--- config.mk ---
export PLATFORM = sky130hd
export DESIGN_NAME = uart_tx_arbiter
export DESIGN_NICKNAME = d
export VERILOG_FILES = /design/src/rtl/uart_tx_arbiter.sv
export SDC_FILE = /design/constraint.sdc
export NUM_CORES = 1
export LEC_CHECK = 0
export ABC_AREA = 1
export CAP_MARGIN = 20
export CORE_UTILIZATION = 40
export CTS_BUF_LIST = sky130_fd_sc_hd__clkbuf_8
export CTS_CLUSTER_DIAMETER = 30
export CTS_CLUSTER_SIZE = 12
export DETAILED_ROUTE_END_ITERATION = 10
export GPL_TIMING_DRIVEN = 0
export PLACE_DENSITY = 0.77
export SLEW_MARGIN = 15
export SYNTH_ARGS = -nofsm -noshare
export SYNTH_HDL_FRONTEND = slang
export SYNTH_SLANG_ARGS = --single-unit
--- constraint.sdc ---
create_clock -name clk -period 1.6 [get_ports clk]
set_clock_uncertainty 0.05 [all_clocks]
set_input_delay 0.16 -clock clk [delete_from_list [all_inputs] [get_ports clk]]
set_output_delay 0.16 -clock clk [all_outputs]
set_load 0.02 [all_outputs]
--- src/rtl/uart_tx_arbiter.sv ---
// uart_tx_arbiter: shares one UART TX core among NUM_REQ byte requesters.
// Build option UART_TX_ARB_FIXED_PRIO_EN selects fixed lowest-index priority; default is round-robin.
module uart_tx_arbiter #(
   parameter int unsigned NUM_REQ      = 4,
   parameter int unsigned WIDTH        = 8,
   parameter int unsigned BUSY_TIMEOUT = 4
) (
   input  logic                       clk,
   input  logic                       rst_n,
   input  logic [NUM_REQ-1:0]         req_valid,
   input  logic [NUM_REQ*WIDTH-1:0]   req_data,
   output logic [NUM_REQ-1:0]         req_ready,
   output logic                       tx_start,
   output logic [WIDTH-1:0]           tx_data,
   input  logic                       tx_busy,
   output logic [$clog2(NUM_REQ)-1:0] grant_id,
   output logic                       arb_busy,
   output logic                       err_timeout
);

   localparam int unsigned IDW = $clog2(NUM_REQ);
   localparam int unsigned CW  = $clog2(BUSY_TIMEOUT);

   typedef enum logic [1:0] {IDLE, LAUNCH, WAIT_BUSY, HOLD} state_t;

   state_t           r_state, w_next;
   logic [WIDTH-1:0] r_hold;
   logic [IDW-1:0]   r_grant_id;
   logic [IDW-1:0]   w_gnt;
   logic [IDW-1:0]   w_idx;
   logic [CW-1:0]    r_cnt;
   logic             r_tx_start;
   logic             r_err_timeout;
   logic             w_found;
   logic             w_accept;
   logic             w_timeout;
`ifndef UART_TX_ARB_FIXED_PRIO_EN
   logic [IDW-1:0]   r_rr_ptr;
`endif

   // Winner search: first valid requester scanning upward from the start index.
   always_comb begin
      w_found = 1'b0;
      w_gnt   = '0;
      w_idx   = '0;
      for (int unsigned k = 0; k < NUM_REQ; k++) begin
`ifdef UART_TX_ARB_FIXED_PRIO_EN
         w_idx = IDW'(k);
`else
         w_idx = IDW'((32'(r_rr_ptr) + k) % NUM_REQ);
`endif
         if (!w_found && req_valid[w_idx]) begin
            w_found = 1'b1;
            w_gnt   = w_idx;
         end
      end
   end

   always_ff @(posedge clk or negedge rst_n) begin
      if (!rst_n) r_state <= IDLE;
      else        r_state <= w_next;
   end

   always_comb begin
      w_next    = r_state;
      req_ready = '0;
      w_accept  = 1'b0;
      w_timeout = 1'b0;
      case (r_state)
         IDLE: begin
            if (w_found && !tx_busy) begin
               req_ready[w_gnt] = 1'b1;
               w_accept         = 1'b1;
               w_next           = LAUNCH;
            end
         end
         LAUNCH: w_next = WAIT_BUSY;
         WAIT_BUSY: begin
            if (tx_busy) begin
               w_next = HOLD;
            end else if (r_cnt == CW'(BUSY_TIMEOUT - 1)) begin
               w_timeout = 1'b1;
               w_next    = IDLE;
            end
         end
         HOLD: begin
            if (!tx_busy) w_next = IDLE;
         end
         default: w_next = IDLE;
      endcase
   end

   always_ff @(posedge clk or negedge rst_n) begin
      if (!rst_n) begin
         r_hold        <= '0;
         r_grant_id    <= '0;
         r_cnt         <= '0;
         r_tx_start    <= 1'b0;
         r_err_timeout <= 1'b0;
`ifndef UART_TX_ARB_FIXED_PRIO_EN
         r_rr_ptr      <= '0;
`endif
      end else begin
         r_tx_start    <= w_accept;
         r_err_timeout <= w_timeout;
         if (w_accept) begin
            r_hold     <= req_data[w_gnt*WIDTH +: WIDTH];
            r_grant_id <= w_gnt;
`ifndef UART_TX_ARB_FIXED_PRIO_EN
            r_rr_ptr   <= (w_gnt == IDW'(NUM_REQ - 1)) ? '0 : w_gnt + 1'b1;
`endif
         end
         if (r_state == LAUNCH)                     r_cnt <= '0;
         else if (r_state == WAIT_BUSY && !tx_busy) r_cnt <= r_cnt + 1'b1;
      end
   end

   assign tx_start    = r_tx_start;
   assign tx_data     = r_hold;
   assign grant_id    = r_grant_id;
   assign arb_busy    = (r_state != IDLE);
   assign err_timeout = r_err_timeout;

endmodule

## Yosys cells after proc, flatten, opt, wreduce, memory -nomap -nowiden

Index checks and enable logic that the tools add are counted.

| storage, ports and cells | value |
|---|---|
| flip-flop bits (word level) | 18 |
| latch bits | 0 |
| bits in writable memories | 0 |
| ROM bits | 0 |
| bits of input ports | 39 |
| output and inout bits | 17 |
| logic and storage cells | 74 |
| memories kept | 0 |

| cells by class | value |
|---|---|
| $add $sub $neg | 5 |
| multiply operators | 0 |
| divide/modulo/power cells | 0 |
| $lt $le $gt $ge | 6 |
| equal/unequal tests | 8 |
| shift-type cells | 1 |
| mux-type cells | 33 |
| bitwise gates (word level) | 0 |
| reductions and logical operators | 14 |

Operator list:

| kind | count |
|---|---|
| variable part select 32 x 6 -> 8 bit | 1 |
| 2-to-1 mux 2 bit | 11 |
| less-than comparator 2 x 3 -> 1 bit, second input constant | 5 |
| 2-to-1 mux 1 bit | 14 |
| binary-select mux 1 bit (select 2 bit) | 4 |
| equality test 2 bit, second input constant | 4 |
| 2-to-1 mux 4 bit | 2 |
| one-hot mux 2 bit (4 select lines) | 1 |
| adder 2 x 1 -> 2 bit, second input constant | 3 |
| logical AND 1 bit | 6 |
| adder 2 bit, second input constant | 2 |
| zero test 1 bit | 4 |
| inequality test 2 bit, second input constant | 2 |
| nonzero test 2 bit | 2 |
| inequality test 3 bit, second input constant | 1 |
| AND reduction 3 bit | 1 |
| demux 1 bit (select 2 bit) | 1 |
| equality test 2 x 1 -> 1 bit, second input constant | 1 |
| >= comparator 2 x 1 -> 1 bit, second input constant | 1 |
| zero test 2 bit | 1 |

## Longest topological paths before layout

Gate-level depths: netlist of the first run.

| logic depth | value |
|---|---|
| depth in word-level cells | 18 |
| gate-level depth with buffers | 16 |
| mapped depth without buffers | 14 |

## Least setup slack after synthesis of the first run

OpenSTA, ideal clock, no wires.

| timing | value |
|---|---|
| path kind | register to output |
| start point | register r_rr_ptr[0] |
| end point | output req_ready[2] |
| data arrival time | 1696 ps |
| data required time | 1390 ps |
| path slack | -306 ps |
| cell stages (with the launch flop) | 13 |
| buffers on the path | 1 |
| cell sequence | dfrtp_1 buf_6 inv_6 nand2_1 nand3_1 nand2_2 nor2_4 nand3_1 nand3_4 inv_4 nor2_4 inv_2 nor2_1 |

| on the way | value |
|---|---|
| longest elaborated chain between the ends | 18 |
| elaborated cells between the ends (all ways) | 33 |
| those cells by class | add/sub: 3; order compare: 2; mux: 20; reduce/logical: 8 |

Ends and longest elaborated chain:

| what | line | source |
|---|---|---|
| start, declared | 38 | `logic [IDW-1:0] r_rr_ptr;` |
| start signal, assigned | 110 | `r_rr_ptr <= (w_gnt == IDW'(NUM_REQ - 1)) ? '0 : w_gnt + 1'b1;` |
| branches (longest 16 deep; another with less-than comparator 2 x 3 -> 1 bit) | -- |  |
| 2-to-1 mux 4 bit * | 71 | `if (w_found && !tx_busy) begin` |
| 2-to-1 mux 4 bit * | 69 | `case (r_state)` |
| end, declared | 12 | `output logic [NUM_REQ-1:0] req_ready,` |

Every way passes the cells marked *. The select of a mux whose other input is x is not followed.

## Worst setup path after layout of the first run

| timing | value |
|---|---|
| start point | register r_rr_ptr[0] |
| end point | output req_ready[1] |

Same word-level chain as after synthesis.

==> results of run 1 <==
==> state kept, by name, summed over array words and instances, names as in the netlist <==
name / count
err_timeout: 1
tx_start: 1
r_state: 2
tx_data: 8
r_rr_ptr: 2
grant_id: 2
r_cnt: 2
==> cells in the mapped netlist <==
cell type	instances
a22o_1	1
a31oi_1	2
buf_2	3
buf_4	2
buf_6	3
dfrtp_1	18
ha_1	2
inv_1	38
inv_2	5
inv_4	1
inv_6	1
nand2_1	90
nand2_2	5
nand2_4	1
nand3_1	22
nand3_2	3
nand3_4	1
nand4_1	10
nor2_1	12
nor2_4	2
o21ai_0	3
o21ai_1	2
or2_0	3
==> repair_timing <==
item	4_1_cts	5_1_grt
setup buffers	13	6
setup endpoints to repair	19	18
endpoints found under the hold margin	0	0
pin swaps	16	10
resized for setup	51	23
hold buffers	0	0
gates cloned	3	1
==> worst max path at each step <==
stage                        end  cells past startpoint         start
floorplan           req_ready[1]                     15   r_rr_ptr[0]
detailed placement  req_ready[1]                     15  req_valid[3]
CTS                 req_ready[1]                     15   r_rr_ptr[0]
finish              req_ready[1]                     16   r_rr_ptr[0]
global route        req_ready[1]                     16   r_rr_ptr[0]
global placement    req_ready[1]                     15  req_valid[1]
==> worst max-delay path, cell delays in order, from the launching register on <==
cell and delay [ps]:
dfrtp_1 370, buf_6 170, inv_8 60, nand2_2 50, nand2_2 70, nand2_2 90, nand2_2 60, nor2_4 140
nand3_4 110, nand2_2 70, inv_2 40, nand2_4 80, inv_2 50, buf_6 120, nand2_4 60, nor2_4 30
buf_6 120
==> area by class of cell <==
cell class,count,area [sq um],share of cell area (%)
Multi-Input combinational cell,159,953,38.1
Timing Repair inverter,1,6.26,0.250
Clock buffer,3,41.3,1.65
Buffer,8,80.1,3.20
Inverter,45,186,7.45
Timing Repair Buffer,77,726,29.0
Tap cell,46,57.6,2.30
Sequential cell,18,452,18.0
==> cells by family (layout without fill, tap and decap cells) <==
kind of cell | count (synthesis) | after routing | share of synthesized area (%)
compound gates | 8 | 8 | 3.19
fa+ha+maj | 2 | 2 | 1.73
buf+inv | 53 | 134 | 16.6
flops | 18 | 18 | 31.1
simple gates | 149 | 149 | 47.4
==> report_power, final <==
group / internal (mW) / leakage [nW] / total (mW) / switching, mW
sequential: 0.659 / 0.226 / 0.801 / 0.142
clock: 0.167 / 0.0216 / 0.304 / 0.137
combinational: 2.06 / 1.06 / 4.68 / 2.62
==> per-layer routing <==
metal	vias to the layer above	global-route usage, %
met1	713	29.5
met5	-	0
met3	7	2.02
li1	862	-
met2	43	33.7
met4	0	7.56
==> flow_metrics.env, run 1 <==
export IMPL_final_cell_mix="nand2_1 (68), clkdlybuf4s50_1 (50), inv_1 (34)"
export IMPL_netlist_area_sq_um=1450
export IMPL_gr_total_overflow=0
export IMPL_synth_top_area_cell="dfrtp_1"
export IMPL_place_gp_congestion=0.810
export IMPL_cts_root_buf="clkbuf_8"
export IMPL_vdd_ir_drop_max_v=0.00129
export IMPL_powerDensity_nw_per_um2=2310
export IMPL_area_growth_pct=72.7
export IMPL_drv_cap=0
export IMPL_core_sq_um=3420
export IMPL_routed_wl_mm=4.07
export IMPL_grt_pass1_wl_mm=6.64
export IMPL_final_instance_count_excl_fill=357
export IMPL_cts_max_level=1
export IMPL_drive_gt1_share_pct=31.8
export IMPL_seq_area_frac_synth_pct=31.1
export IMPL_tns_ps=-6330
export IMPL_viasPerCell=4.55
export IMPL_yosysUniqueCellTypes=23
export IMPL_path_clk_slew_ps=60
export IMPL_post_route_min_period_ps=2170
export IMPL_p_leak_nw=1.30
export IMPL_worst_pin_slew_ps=765
export IMPL_synth_area_leaders="dfrtp_1 (31%), nand2_1 (23%), inv_1 (9.8%)"
export IMPL_netlist_area_leader_share_pct=31.1
export IMPL_cts_tree="done"
export IMPL_fin_total_pwr_mw=5.78
export IMPL_start_kind="flop"
export IMPL_antenna_found_initial=0
export IMPL_drc_errors=0
export IMPL_min_delay_path_class="input port to asynchronous set/reset pin"
export IMPL_wl_met3_um=117
export IMPL_final_common_cell="nand2_1"
export IMPL_die_area_sq_um=3870
export IMPL_r2r_start="r_rr_ptr[0]"
export IMPL_cp_arrival_ps=1960
export IMPL_cts_buffers_inserted=3
export IMPL_clk_path_buf_depth=2
export IMPL_regToRegEndpoint="tx_data[4]"
export IMPL_rsz0062_at_grt="true"
export IMPL_grt_usage_pct=21.1
export IMPL_insertion_delay_ps=250
export IMPL_first_global_vias=1505
export IMPL_wl_met1_mm=1.93
export IMPL_die_h_um=62.2
export IMPL_synth_seq_cells=18
export IMPL_antenna_cells=0
export IMPL_placed_area_sq_um=2130
export IMPL_grt_max_degree=19
export IMPL_post_route_period_util_pct=136
export IMPL_slew_viol_final=0
export IMPL_dieWidth_um=62.2
export IMPL_final_cell_area_sq_um=2500
export IMPL_critPathRequiredTime_ps=1390
export IMPL_end_kind="output pin"
export IMPL_path_class="flop to output pin"
export IMPL_drt_pass1_iter_count=4
export IMPL_via_count=1625
export IMPL_layout_setup_ws_ps=-570
export IMPL_fillerInstances=273
export IMPL_setup_viol=17
export IMPL_violations="negative setup slack"
export IMPL_initial_core_util_pct=42.4
export IMPL_fin_util_pct=73.3
export IMPL_place_inst=331
export IMPL_wl_met2_mm=1.97
export IMPL_routedWlPerCell_um=11.4
export IMPL_ys_warnings_count=0
export IMPL_layout_nets=354
export IMPL_status="finished, violations left"
export IMPL_r2r_slack_ps=-420
export IMPL_fin_hold_ws_ps=308
export IMPL_place_hpwl_mm=2.72
export IMPL_cts_num_sinks=18
export IMPL_highest_layer="met4"
export IMPL_syn_avg_cell_area_sq_um=6.30
export IMPL_drt_iter0_markers=80
export IMPL_syn_inst=230
export IMPL_antenna_left=0
export IMPL_ios=56
export IMPL_max_slew_margin_pct=48.8
export IMPL_pre_cts_ws_ps=-982
export IMPL_rows=21
export IMPL_io_buffers=55
export IMPL_max_freq_mhz=461
export IMPL_syn_nets=271
export IMPL_crit_fanout=6
export IMPL_hold_viol=0
export IMPL_ff2ff_path_depth=16
Note: power is estimated with default switching activity, not from simulation.
==> run 2, diff against run 1 <==
- PLACE_DENSITY: 0.77 -> 0.74
- clock period: 1.6 -> 2.8 ns (I/O delays scaled with it)
==> run 2 against run 1 <==
Effect of this change:
- the run now ends clean
- routed wire length shrank 17%
- setup slack gained 790 ps
- largest power group unchanged
- via count is 6.2% lower
- register-to-register slack better by 1300 ps
- global-route usage down 1.5 points
- first-iteration DRC count down 21%
- critical endpoint is now req_ready[2]
==> flow_metrics.env, run 2 (same netlist as run 1, synthesis figures left out) <==
export IMPL_max_freq_mhz=388
export IMPL_min_delay_path_class="input port to asynchronous set/reset pin"
export IMPL_drt_pass1_iter_count=6
export IMPL_cts_max_level=1
export IMPL_die_h_um=62.2
export IMPL_layout_nets=331
export IMPL_cp_arrival_ps=2250
export IMPL_gr_total_overflow=0
export IMPL_cts_root_buf="clkbuf_8"
export IMPL_worst_pin_slew_ps=764
export IMPL_core_sq_um=3420
export IMPL_place_inst=331
export IMPL_crit_fanout=10
export IMPL_largest_reg_flops=8
export IMPL_routedWlPerCell_um=10.1
export IMPL_grt_pass1_wl_mm=6.07
export IMPL_die_area_sq_um=3870
export IMPL_powerDensity_nw_per_um2=1170
export IMPL_place_gp_congestion=0.808
export IMPL_slew_viol_final=0
export IMPL_hold_viol=0
export IMPL_cp_num_buf_inv=5
export IMPL_io_buffers=55
export IMPL_rows=21
export IMPL_drc_errors=0
export IMPL_cts_tree="done"
export IMPL_drv_cap=0
export IMPL_multiInputGateArea_sq_um=758
export IMPL_start_kind="flop"
export IMPL_fin_total_pwr_mw=2.44
export IMPL_insertion_delay_ps=250
export IMPL_initial_core_util_pct=42.4
export IMPL_routed_wl_mm=3.39
export IMPL_setup_viol=0
export IMPL_end_kind="output pin"
export IMPL_antenna_cells=0
export IMPL_drt_iter0_markers=63
export IMPL_via_count=1524
export IMPL_cp_top_family="simple AND/OR/NAND/NOR gates"
export IMPL_status="finished, final reports clean"
export IMPL_final_instance_count_excl_fill=334
export IMPL_place_hpwl_mm=2.76
export IMPL_viasPerCell=4.56
export IMPL_post_route_period_util_pct=92.0
export IMPL_r2r_start="r_rr_ptr[0]"
export IMPL_post_route_min_period_ps=2580
export IMPL_dieWidth_um=62.2
export IMPL_final_cell_mix="nand2_1 (90), clkdlybuf4s50_1 (51), inv_1 (38)"
export IMPL_max_stage_delay_ps=380
export IMPL_cts_buffers_inserted=3
export IMPL_cp_cell_sequence="buf_6 -> inv_6 -> nand2_1 -> nand3_1 -> nand2_2 -> nor2_4 -> nand3_1 -> nand3_4 -> inv_4 -> nor2_4 -> inv_2 -> nor2_1 -> clkdlybuf4s15_1"
export IMPL_seq_area_sq_um=450
export IMPL_first_global_vias=1430
export IMPL_fin_hold_ws_ps=423
export IMPL_cts_setup_buffers=0
export IMPL_rsz0062_at_grt="false"
export IMPL_path_clk_slew_ps=60
export IMPL_vdd_ir_drop_max_v=0.000485
export IMPL_cts_num_sinks=18
export IMPL_clk_path_buf_depth=2
export IMPL_fillerInstances=352
export IMPL_ios=56
export IMPL_p_leak_nw=1.15
export IMPL_antenna_left=0
export IMPL_drive_gt1_share_pct=10.4
export IMPL_slowest_stage="dfrtp_1"
export IMPL_max_slew_margin_pct=48.9
export IMPL_final_common_cell="nand2_1"
export IMPL_cp_startpoint="r_rr_ptr[0]"
export IMPL_path_class="flop to output pin"
export IMPL_tns_ps=0
export IMPL_grt_usage_pct=19.5
export IMPL_critPathRequiredTime_ps=2470
export IMPL_grt_max_degree=19
export IMPL_antenna_found_initial=0
export IMPL_area_growth_pct=44.6
==> run 2: cell count changes in the layout (fill, tap and decap cells not counted), moves of 3 or more <==
cell / change
nand2_1: +22
buf_4: -16
nand2_2: -15
buf_6: -10
nor2_1: +8
nand2_4: -7
nand3_1: +5
inv_1: +4
nor2_2: -4
nor2_4: -4
nand3_4: -3
==> run 2: power by group <==
group	internal [mW]	total (mW)	switching, mW
combinational	0.713	1.82	1.11
clock	0.0957	0.177	0.0817
sequential	0.375	0.446	0.0710
total	1.18	2.44	1.26
==> run 2: metrics by stage <==
step | util [%] | setup slack (ps) | area [sq um]
5_1_grt | 61.3 | 13.7 | 2090
4_1_cts | 61.3 | 182 | 2090
6_report | 61.3 | 223 | 2090
3_3_place_gp | 60.2 | 29.0 | 2060
2_1_floorplan | - | 774 | 1450
3_5_place_dp | 60.2 | -17.9 | 2060
==> run 2: layout make-up <==
class | instances | area share (%)
clock buffer | 3 | 1.97
tap | 46 | 2.75
sequential | 18 | 21.5
timing repair buffer | 55 | 26.1
buffer | 8 | 3.05
inverter | 45 | 8.42
multi-input combinational | 159 | 36.2
==> run 2: layer usage <==
layer	share of wire, %	up-vias	GRT usage (%)
met2	45	38	31.7
met5	0	-	0
met1	50	667	26.6
li1	-	816	-
met3	3.4	3	1.65
met4	0.97	0	8.14
==> run 2: final timing paths <==
path,endpoint,slack (ps),cells after the start
setup / recovery,req_ready[2],220,13
hold / removal,r_state[0],420,1
setup reg to reg,r_rr_ptr[1],890,12
hold reg to reg,tx_data[5],440,2
max in group asynchronous,tx_data[7],1800,1
min in group clk,tx_data[5],440,2
==> run 2: timing repair <==
| item | 4_1_cts | 5_1_grt |
|---|---|---|
| gates resized for setup | 4 | 1 |
| setup endpoints to repair | 4 | 1 |
| hold buffers | 0 | 0 |
